File: config.mk
export PLATFORM = sky130hd
export DESIGN_NAME = am2910_seq
export DESIGN_NICKNAME = d
export VERILOG_FILES = /design/src/rtl/am2910_seq.sv
export SDC_FILE = /design/constraint.sdc
export NUM_CORES = 1
export LEC_CHECK = 0
export ABC_AREA = 1
export CAP_MARGIN = 20
export CORE_AREA = 10 10 107 128
export DETAILED_ROUTE_END_ITERATION = 8
export DIE_AREA = 0 0 117 138
export PLACE_DENSITY = 0.79
export SLEW_MARGIN = 10
export SYNTH_ARGS = -nofsm -noshare
export SYNTH_HDL_FRONTEND = slang
export SYNTH_SLANG_ARGS = --single-unit
File: constraint.sdc
create_clock -name clock -period 4.3 [get_ports clock]
set_input_delay 0.645 -clock clock [delete_from_list [all_inputs] [get_ports clock]]
set_output_delay 0.645 -clock clock [all_outputs]
set_load 0.03 [all_outputs]
File: src/rtl/am2910_seq.sv
`default_nettype none
// ============================================================================
// Module   : am2910_seq
// Brief    : Am2910-style microprogram sequencer (uPC, loop counter, LIFO stack)
// Revision : 1.0 - initial release
// ============================================================================
module am2910_seq #(
   parameter int WIDTH = 12,
   parameter int DEPTH = 5
) (
   input  logic             clock,
   input  logic             reset,
   input  logic [3:0]       instr,
   input  logic [WIDTH-1:0] d,
   input  logic             cc_n,
   input  logic             ccen_n,
   input  logic             ci,
   input  logic             rld_n,
   output logic [WIDTH-1:0] y,
   output logic             full_n,
   output logic             pl_n,
   output logic             map_n,
   output logic             vect_n
);

   localparam int             SPW     = $clog2(DEPTH + 1);
   localparam logic [SPW-1:0] SP_FULL = SPW'(DEPTH);

   localparam logic [3:0] OP_JZ   = 4'd0;
   localparam logic [3:0] OP_CJS  = 4'd1;
   localparam logic [3:0] OP_JMAP = 4'd2;
   localparam logic [3:0] OP_CJP  = 4'd3;
   localparam logic [3:0] OP_PUSH = 4'd4;
   localparam logic [3:0] OP_JSRP = 4'd5;
   localparam logic [3:0] OP_CJV  = 4'd6;
   localparam logic [3:0] OP_JRP  = 4'd7;
   localparam logic [3:0] OP_RFCT = 4'd8;
   localparam logic [3:0] OP_RPCT = 4'd9;
   localparam logic [3:0] OP_CRTN = 4'd10;
   localparam logic [3:0] OP_CJPP = 4'd11;
   localparam logic [3:0] OP_LDCT = 4'd12;
   localparam logic [3:0] OP_LOOP = 4'd13;
   localparam logic [3:0] OP_TWB  = 4'd15;

   logic [WIDTH-1:0] upc_q, upc_d;
   logic [WIDTH-1:0] r_q, r_d;
   logic [SPW-1:0]   sp_q, sp_d;
   logic [WIDTH-1:0] stack_q [DEPTH];
   logic [WIDTH-1:0] stack_d [DEPTH];

   logic             pass, rz;
   logic             push, pop, clear, dec, cload;
   logic [WIDTH-1:0] top;
   logic [SPW-1:0]   wr_idx;

   assign pass   = ccen_n | ~cc_n;
   assign rz     = (r_q == '0);
   // An empty stack reads as zero rather than a stale entry.
   assign top    = (sp_q == '0) ? '0 : stack_q[sp_q - SPW'(1)];
   assign full_n = (sp_q != SP_FULL);

   always_comb begin
      y      = upc_q;
      pl_n   = 1'b0;
      map_n  = 1'b1;
      vect_n = 1'b1;
      push   = 1'b0;
      pop    = 1'b0;
      clear  = 1'b0;
      dec    = 1'b0;
      cload  = 1'b0;
      case (instr)
         OP_JZ:   begin y = '0; clear = 1'b1; end
         OP_CJS:  if (pass) begin y = d; push = 1'b1; end
         OP_JMAP: begin y = d; pl_n = 1'b1; map_n = 1'b0; end
         OP_CJP:  if (pass) y = d;
         OP_PUSH: begin push = 1'b1; cload = pass; end
         OP_JSRP: begin push = 1'b1; y = pass ? d : r_q; end
         OP_CJV:  begin pl_n = 1'b1; vect_n = 1'b0; if (pass) y = d; end
         OP_JRP:  y = pass ? d : r_q;
         OP_RFCT: if (rz) pop = 1'b1; else begin y = top; dec = 1'b1; end
         OP_RPCT: if (!rz) begin y = d; dec = 1'b1; end
         OP_CRTN: if (pass) begin y = top; pop = 1'b1; end
         OP_CJPP: if (pass) begin y = d; pop = 1'b1; end
         OP_LDCT: cload = 1'b1;
         OP_LOOP: if (pass) pop = 1'b1; else y = top;
         OP_TWB: begin
            if (pass) begin
               pop = 1'b1;
            end else if (rz) begin
               y   = d;
               pop = 1'b1;
            end else begin
               y   = top;
               dec = 1'b1;
            end
         end
         default: ;
      endcase
   end

   always_comb begin
      upc_d = y + WIDTH'(ci);

      // External load wins over both decrement and instruction loads.
      r_d = r_q;
      if (dec)
         r_d = r_q - WIDTH'(1);
      if (cload || !rld_n)
         r_d = d;

      // A push onto a full stack overwrites the top entry in place.
      stack_d = stack_q;
      sp_d    = sp_q;
      wr_idx  = (sp_q == SP_FULL) ? (SP_FULL - SPW'(1)) : sp_q;
      if (clear) begin
         sp_d = '0;
      end else if (push) begin
         stack_d[wr_idx] = upc_q;
         if (sp_q != SP_FULL)
            sp_d = sp_q + SPW'(1);
      end else if (pop && (sp_q != '0)) begin
         sp_d = sp_q - SPW'(1);
      end
   end

   always_ff @(posedge clock or posedge reset) begin
      if (reset) begin
         upc_q <= '0;
         r_q   <= '0;
         sp_q  <= '0;
         for (int i = 0; i < DEPTH; i++)
            stack_q[i] <= '0;
      end else begin
         upc_q   <= upc_d;
         r_q     <= r_d;
         sp_q    <= sp_d;
         stack_q <= stack_d;
      end
   end

endmodule
`default_nettype wire

# Yosys cells after proc, flatten, opt, wreduce, memory -nomap -nowiden
# Cells that the tools add are included.
[word_totals]
ram_bits = 0
n_memories = 0
in_bits = 22
regBits = 87
latchBits = 0
mem_bits_ro = 0
[op_classes]
mux = 36
eq_ne = 17
reduce_logical = 18
n_div = 0
n_mul = 0
bitwise = 5
shift = 0
n_addsub = 4
magnitude_cmp = 3
[ops]
columns = ["operator", "count"]
rows = [
  ["$mux 12", 14],
  ["$pmux 12 s9", 1],
  ["$bwmux 60", 1],
  ["$bmux 12 s3", 1],
  ["$demux 12 s3", 1],
  ["$eq 4x4->1 const B", 7],
  ["$eq 4x3->1 const B", 4],
  ["$mux 3", 5],
  ["$add 12x1->12", 1],
  ["$logic_not 12->1", 1],
  ["$sub 12x1->12 const B", 1],
  ["$mux 1", 9],
  ["$eq 4x2->1 const B", 2],
  ["$ge 4x4->1 const B", 2],
  ["$not 3->4", 2],
  ["$reduce_or 2->1", 4],
  ["$pmux 1 s2", 3],
  ["$reduce_bool 3->1", 2],
  ["$eq 4x1->1 const B", 1],
  ["$logic_not 4->1", 1],
  ["$lt 4x1->1 const B", 1],
  ["$reduce_and 2->1", 2],
  ["$reduce_or 4->1", 1],
  ["$add 3x1->3 const B", 1],
  ["other kinds (13)", 15],
]

# Longest topological paths before layout
# Gate-level depths: netlist (run 1).
[logic_depth]
word_depth = 10
ltp_mapped = 29
ltp_nobuf = 24

# Worst setup path after synthesis (run 1)
# OpenSTA, ideal clock, no wires.
[synth_path]
kind = "flip-flop to flip-flop"
start = "register sp_q[0]"
end = "register upc_q[10]"
path_stages_with_launch = 29
setup_slack_ns = 0.222
synth_period_minus_slack_ns = 4.078
path_buffers = 5
arrival_time_ns = 3.965
path_cell_list = "dfrtp_1 inv_2 buf_4 buf_2 ha_1 buf_4 inv_2 buf_2 buf_4 nor2_1 o21ai_0 nand2_1 nand2_1 o21ai_1 nand2_1 nand2_1 nand2_1 a22oi_1 nor2_1 a32oi_1 ha_1 ha_1 inv_1 nor2_8 nand2_4 nor2_4 nand3_1 nand2_1 inv_1"
[synth_between]
elab_chain_len = 10
word_cells_on_any_way = 14
classes_between = "2 x add/sub; 10 x mux; 1 x bitwise; 1 x reduce/logical"
[synth_lines]
columns = ["element", "line", "rtl"]
rows = [
  ["start, declared", "47", "logic [SPW-1:0] sp_q, sp_d;"],
  ["start signal, assigned", "137", "sp_q <= sp_d;"],
  ["$sub 3x1->3", "59", "assign top = (sp_q == '0) ? '0 : stack_q[sp_q - SPW'(1)];"],
  ["$not 3->4 (implied by the code)", "59", ""],
  ["$bmux 12 s3", "59", ""],
  ["$mux 12 (implied by the code) (2 in a row)", "59", ""],
  ["$mux 12 (*)", "59", ""],
  ["$mux 12", "90", "end else if (rz) begin"],
  ["$mux 12", "88", "if (pass) begin"],
  ["$pmux 12 s9 (*)", "72", "case (instr)"],
  ["via y[0]", "19", "output logic [WIDTH-1:0] y,"],
  ["$add 12x1->12 (*)", "103", "upc_d = y + WIDTH'(ci);"],
  ["via upc_d[10]", "45", "logic [WIDTH-1:0] upc_q, upc_d;"],
  ["end signal, assigned", "135", "upc_q <= upc_d;"],
  ["end, declared", "45", ""],
]
# The timed path passes the listed nets; every way through them passes the cells marked *. The select of a mux whose other input is x is not followed.
# A chain may end at the register's enable or synchronous reset.

# Worst setup path after layout (run 1)
[layout_path]
start = "input port instr[3]"
end = "output port y[6]"
[layout_between]
elab_chain_len = 3
word_cells_on_any_way = 16
classes_between = "12 x eq/ne; 1 x mux; 3 x reduce/logical"
[layout_lines]
columns = ["element", "line", "rtl"]
rows = [
  ["start, declared", "13", "input logic [3:0] instr,"],
  ["$eq 4x4->1, or another cell as far along", "72", ""],
  ["$reduce_or 4->1 (no line) or $reduce_or 2->1 (tied branches)", "n/a", ""],
  ["$pmux 12 s9 (*)", "72", ""],
  ["end, declared", "19", ""],
]
# Every way passes the cells marked *; elsewhere a longest branch is shown, timed or not.

==> results of run 1 <==
[placed cells by master, fill, tap and decap left out, types with 12 or more instances in the layout]
cell and instances:
buf_4 27, inv_2 19, a21oi_1 12, nand2_1 372, nand3_1 69, inv_1 114, clkdlybuf4s50_1 35, nor2_1 62
dfrtp_1 87, nand2_2 25, o21ai_0 101
[registers in the layout, summed over array words and instances (netlist names)]
name and cells:
r_q 12, stack_q 60, sp_q 3, upc_q 12
[stage by stage]
| stage | util (%) | instance area, um2 | setup slack, ns | hold slack, ns | instances |
|---|---|---|---|---|---|
| final | 65.3 | 7380 | 0.285 | 0.484 | 1182 |
| after global routing | 65.3 | 7380 | 0.127 | 0.505 | 1182 |
| after CTS | 65.2 | 7370 | 0.148 | 0.489 | 1182 |
| after detailed placement | 62.5 | 7060 | 0.356 | 0.471 | 1166 |
| after global placement | 62.5 | 7060 | 0.419 | 0.461 | 1166 |
| after floorplan | - | 6540 | 0.222 | 0.448 | 1012 |
[kinds of logic after synthesis]
group / share of synthesized area, %
buffers and inverters: 11.6
DFF: 33.3
xor gates and xnor gates: 0.918
and+or+nand+nor: 39.3
adders and majority gates: 1.34
AOI/OAI and AO/OA: 13.6
[area by class of cell]
| cell class | instances | area, um2 | area share (%) |
|---|---|---|---|
| timing repair buffer | 65 | 598 | 8.11 |
| tap | 135 | 169 | 2.29 |
| clock inverter | 7 | 88.8 | 1.20 |
| inverter | 136 | 512 | 6.94 |
| clock buffer | 9 | 225 | 3.05 |
| sequential | 87 | 2180 | 29.5 |
| multi-input combinational | 743 | 3610 | 48.9 |
[how the worst min path moves through the flow]
stage / from / endpoint / slack (ns) / cells after the start
after floorplan: stack_q[48] / stack_q[48] / 0.45 / 2
after global placement: stack_q[48] / stack_q[48] / 0.46 / 2
after detailed placement: stack_q[59] / stack_q[59] / 0.47 / 2
after CTS: stack_q[59] / stack_q[59] / 0.49 / 2
after global routing: stack_q[15] / stack_q[15] / 0.50 / 2
final: stack_q[59] / stack_q[59] / 0.48 / 2
[routing by layer]
layer | vias up | GRT usage, %
met4 | 0 | 8.93
li1 | 3253 | -
met2 | 285 | 38.9
met1 | 2913 | 30.3
met3 | 52 | 4.42
met5 | - | 0
[worst reg2reg max path: cells and delay by family, from the launching register on]
family | cells | cell delay [ns]
AO/OA/AOI/OAI | 4 | 0.77
adder cells (fa/ha/maj) | 3 | 0.90
buffers and inverters | 4 | 0.45
flip-flops | 1 | 0.47
AND/OR/NAND/NOR | 12 | 1.00
[power by group through the flow]
stage	Clock (mW)	Combinational [mW]	Sequential [mW]
after floorplan	0	1.65	1.25
after global placement	0	2.11	1.29
after detailed placement	0	2.14	1.30
after CTS	0.837	2.15	1.28
after global routing	0.880	2.45	1.32
final	0.829	2.16	1.29
==> metrics, run 1 <==
CP delay by family, top buffers and inverters; maximum VDD drop approximately 0.27 mV; # fillers between 1,000 and 1,500; synth warn 0; Final min period 4.02 ns; slew at the pin closest to its max-slew limit approximately 0.69 ns; CP Max Fanout 8; Net Count, Synth ~1,000; pin count of the biggest net entering global routing 43; Post-DRT Antenna Nets 0; Final Hold Fails 0; postcts setup bufs 0; Total Neg Setup Slack 0 ns; synthesized area around 0.0065 mm2; Psw 1.99 mW; die width approximately 120 um; Worst Reg-to-Reg Cells 23; pwr/cell area between 500 and 600 mW/mm2; status complete, no violations; Clock Latency Late Sink 0.35 ns; Cells after Synth ~1,000; CTS H-Tree Depth 3; post-CTS resize count 0; Die Height between 100 and 150 um; sequential fraction of the synthesis area between 30% and 40%; Starting Density slightly below 60%; CTS max path bufs 2; switching portion of total power between 40% and 50%; area of the die approximately 0.016 mm2; Root Driver clkbuf_16; Crit path required time between 3 and 4 ns; worst r2r dst upc_q[10]; Crit path depth 15; initial antenna violation count 0; internal power 2.29 mW; final wirelength 18,700 um; ys async rst share 100%; Max Slew Vio Count 0; unrepaired setup endpoints after global routing false; top-level I/O count 38; post-synth top area share approximately a third; DR WL/cell ~16 um; most used cell, CP nand2_1; setup violators final 0; crit path cell chain clkdlybuf4s50_1, nand2_1, nor2_1, nand2_1, inv_1, buf_4, nand3_1, nand2_1, inv_2, nand2_1, nand2_1, nand2_1, nor2_2, nor2_4, clkdlybuf4s50_1; Comb pwr share 50.4%; Clk pwr share 19.4%; IO buf count 37; First DRT Iteration DRCs 761; CP Capture Point y[6]; Tot Pwr 4.28 mW; FP Rows between 40 and 50; largest cells by area after synthesis dfrtp_1 (33%), nand2_1 (21%), o21ai_0 (7.7%); sequential power share a little under a third; WL met1 roughly 7700 um; Distinct cells, synth 47; total track usage 23.9%; first-pass GRT wire length approximately 31,000 um; Critical Path Max Stage Delay around 0.7 ns; P&R area growth vs syn 12.7%; Residual DRC 0; CTS tree yes; via-per-instance ratio roughly 5.5; global route overflow 0; Primary FF master, synth dfrtp_1; Max transition margin between 50 and 60%; number of synthesized flops with an enable pin 0; WP buf/inv 5; met3 routed WL ~1300 um; CORE AREA 0.0113 mm2; clk sinks 87; GP Congestion roughly 0.93; Max Fclk around 0.25 GHz; max_cap viols 0; synthesized area per cell roughly 6.5 um2; cts hold-fix bufs 0; Reg clk slew, reported paths around 0.07 ns; endpoint class of the critical path primary output; vias in the first global route approximately 6,200; reg2reg start sp_q[1]; #FFs+latches synth 87; Hold/Removal Path Class flop to flop; top-count cell post-synth nand2_1; Critical Path AT between 3 and 4 ns; critical path's slowest cell clkdlybuf4s50_1; hpwl dp between 10,000 and 15,000 um; final worst clock skew 0.00846 ns; Initial DRT Pass Iterations 7; Layout Nets roughly 1,100; CTS buffer count 9; CP Launch Type primary input; crit path from instr[3]; Via Count around 6,500; uppermost layer routed met4; WS Path Type primary input to primary output; cell leakage power ~3.9 nW; Synth area leader dfrtp_1; setup slack, reg-to-reg around 0.6 ns; met2 wire length ~9100 um; Final Cycle Share between 90% and 100%; layout cells sized above 1 11.8%; Synth top cells by count nand2_1 (372), inv_1 (115), o21ai_0 (101); Diodes inserted 0
No activity file was read; power rests on OpenSTA's default activity.
==> run 2: changes to the inputs <==
CTS_BUF_LIST = sky130_fd_sc_hd__clkbuf_8 sky130_fd_sc_hd__clkbuf_16   (was default)
==> results of run 2 <==
Final layout, timing and power as in run 1 (identical DEF).
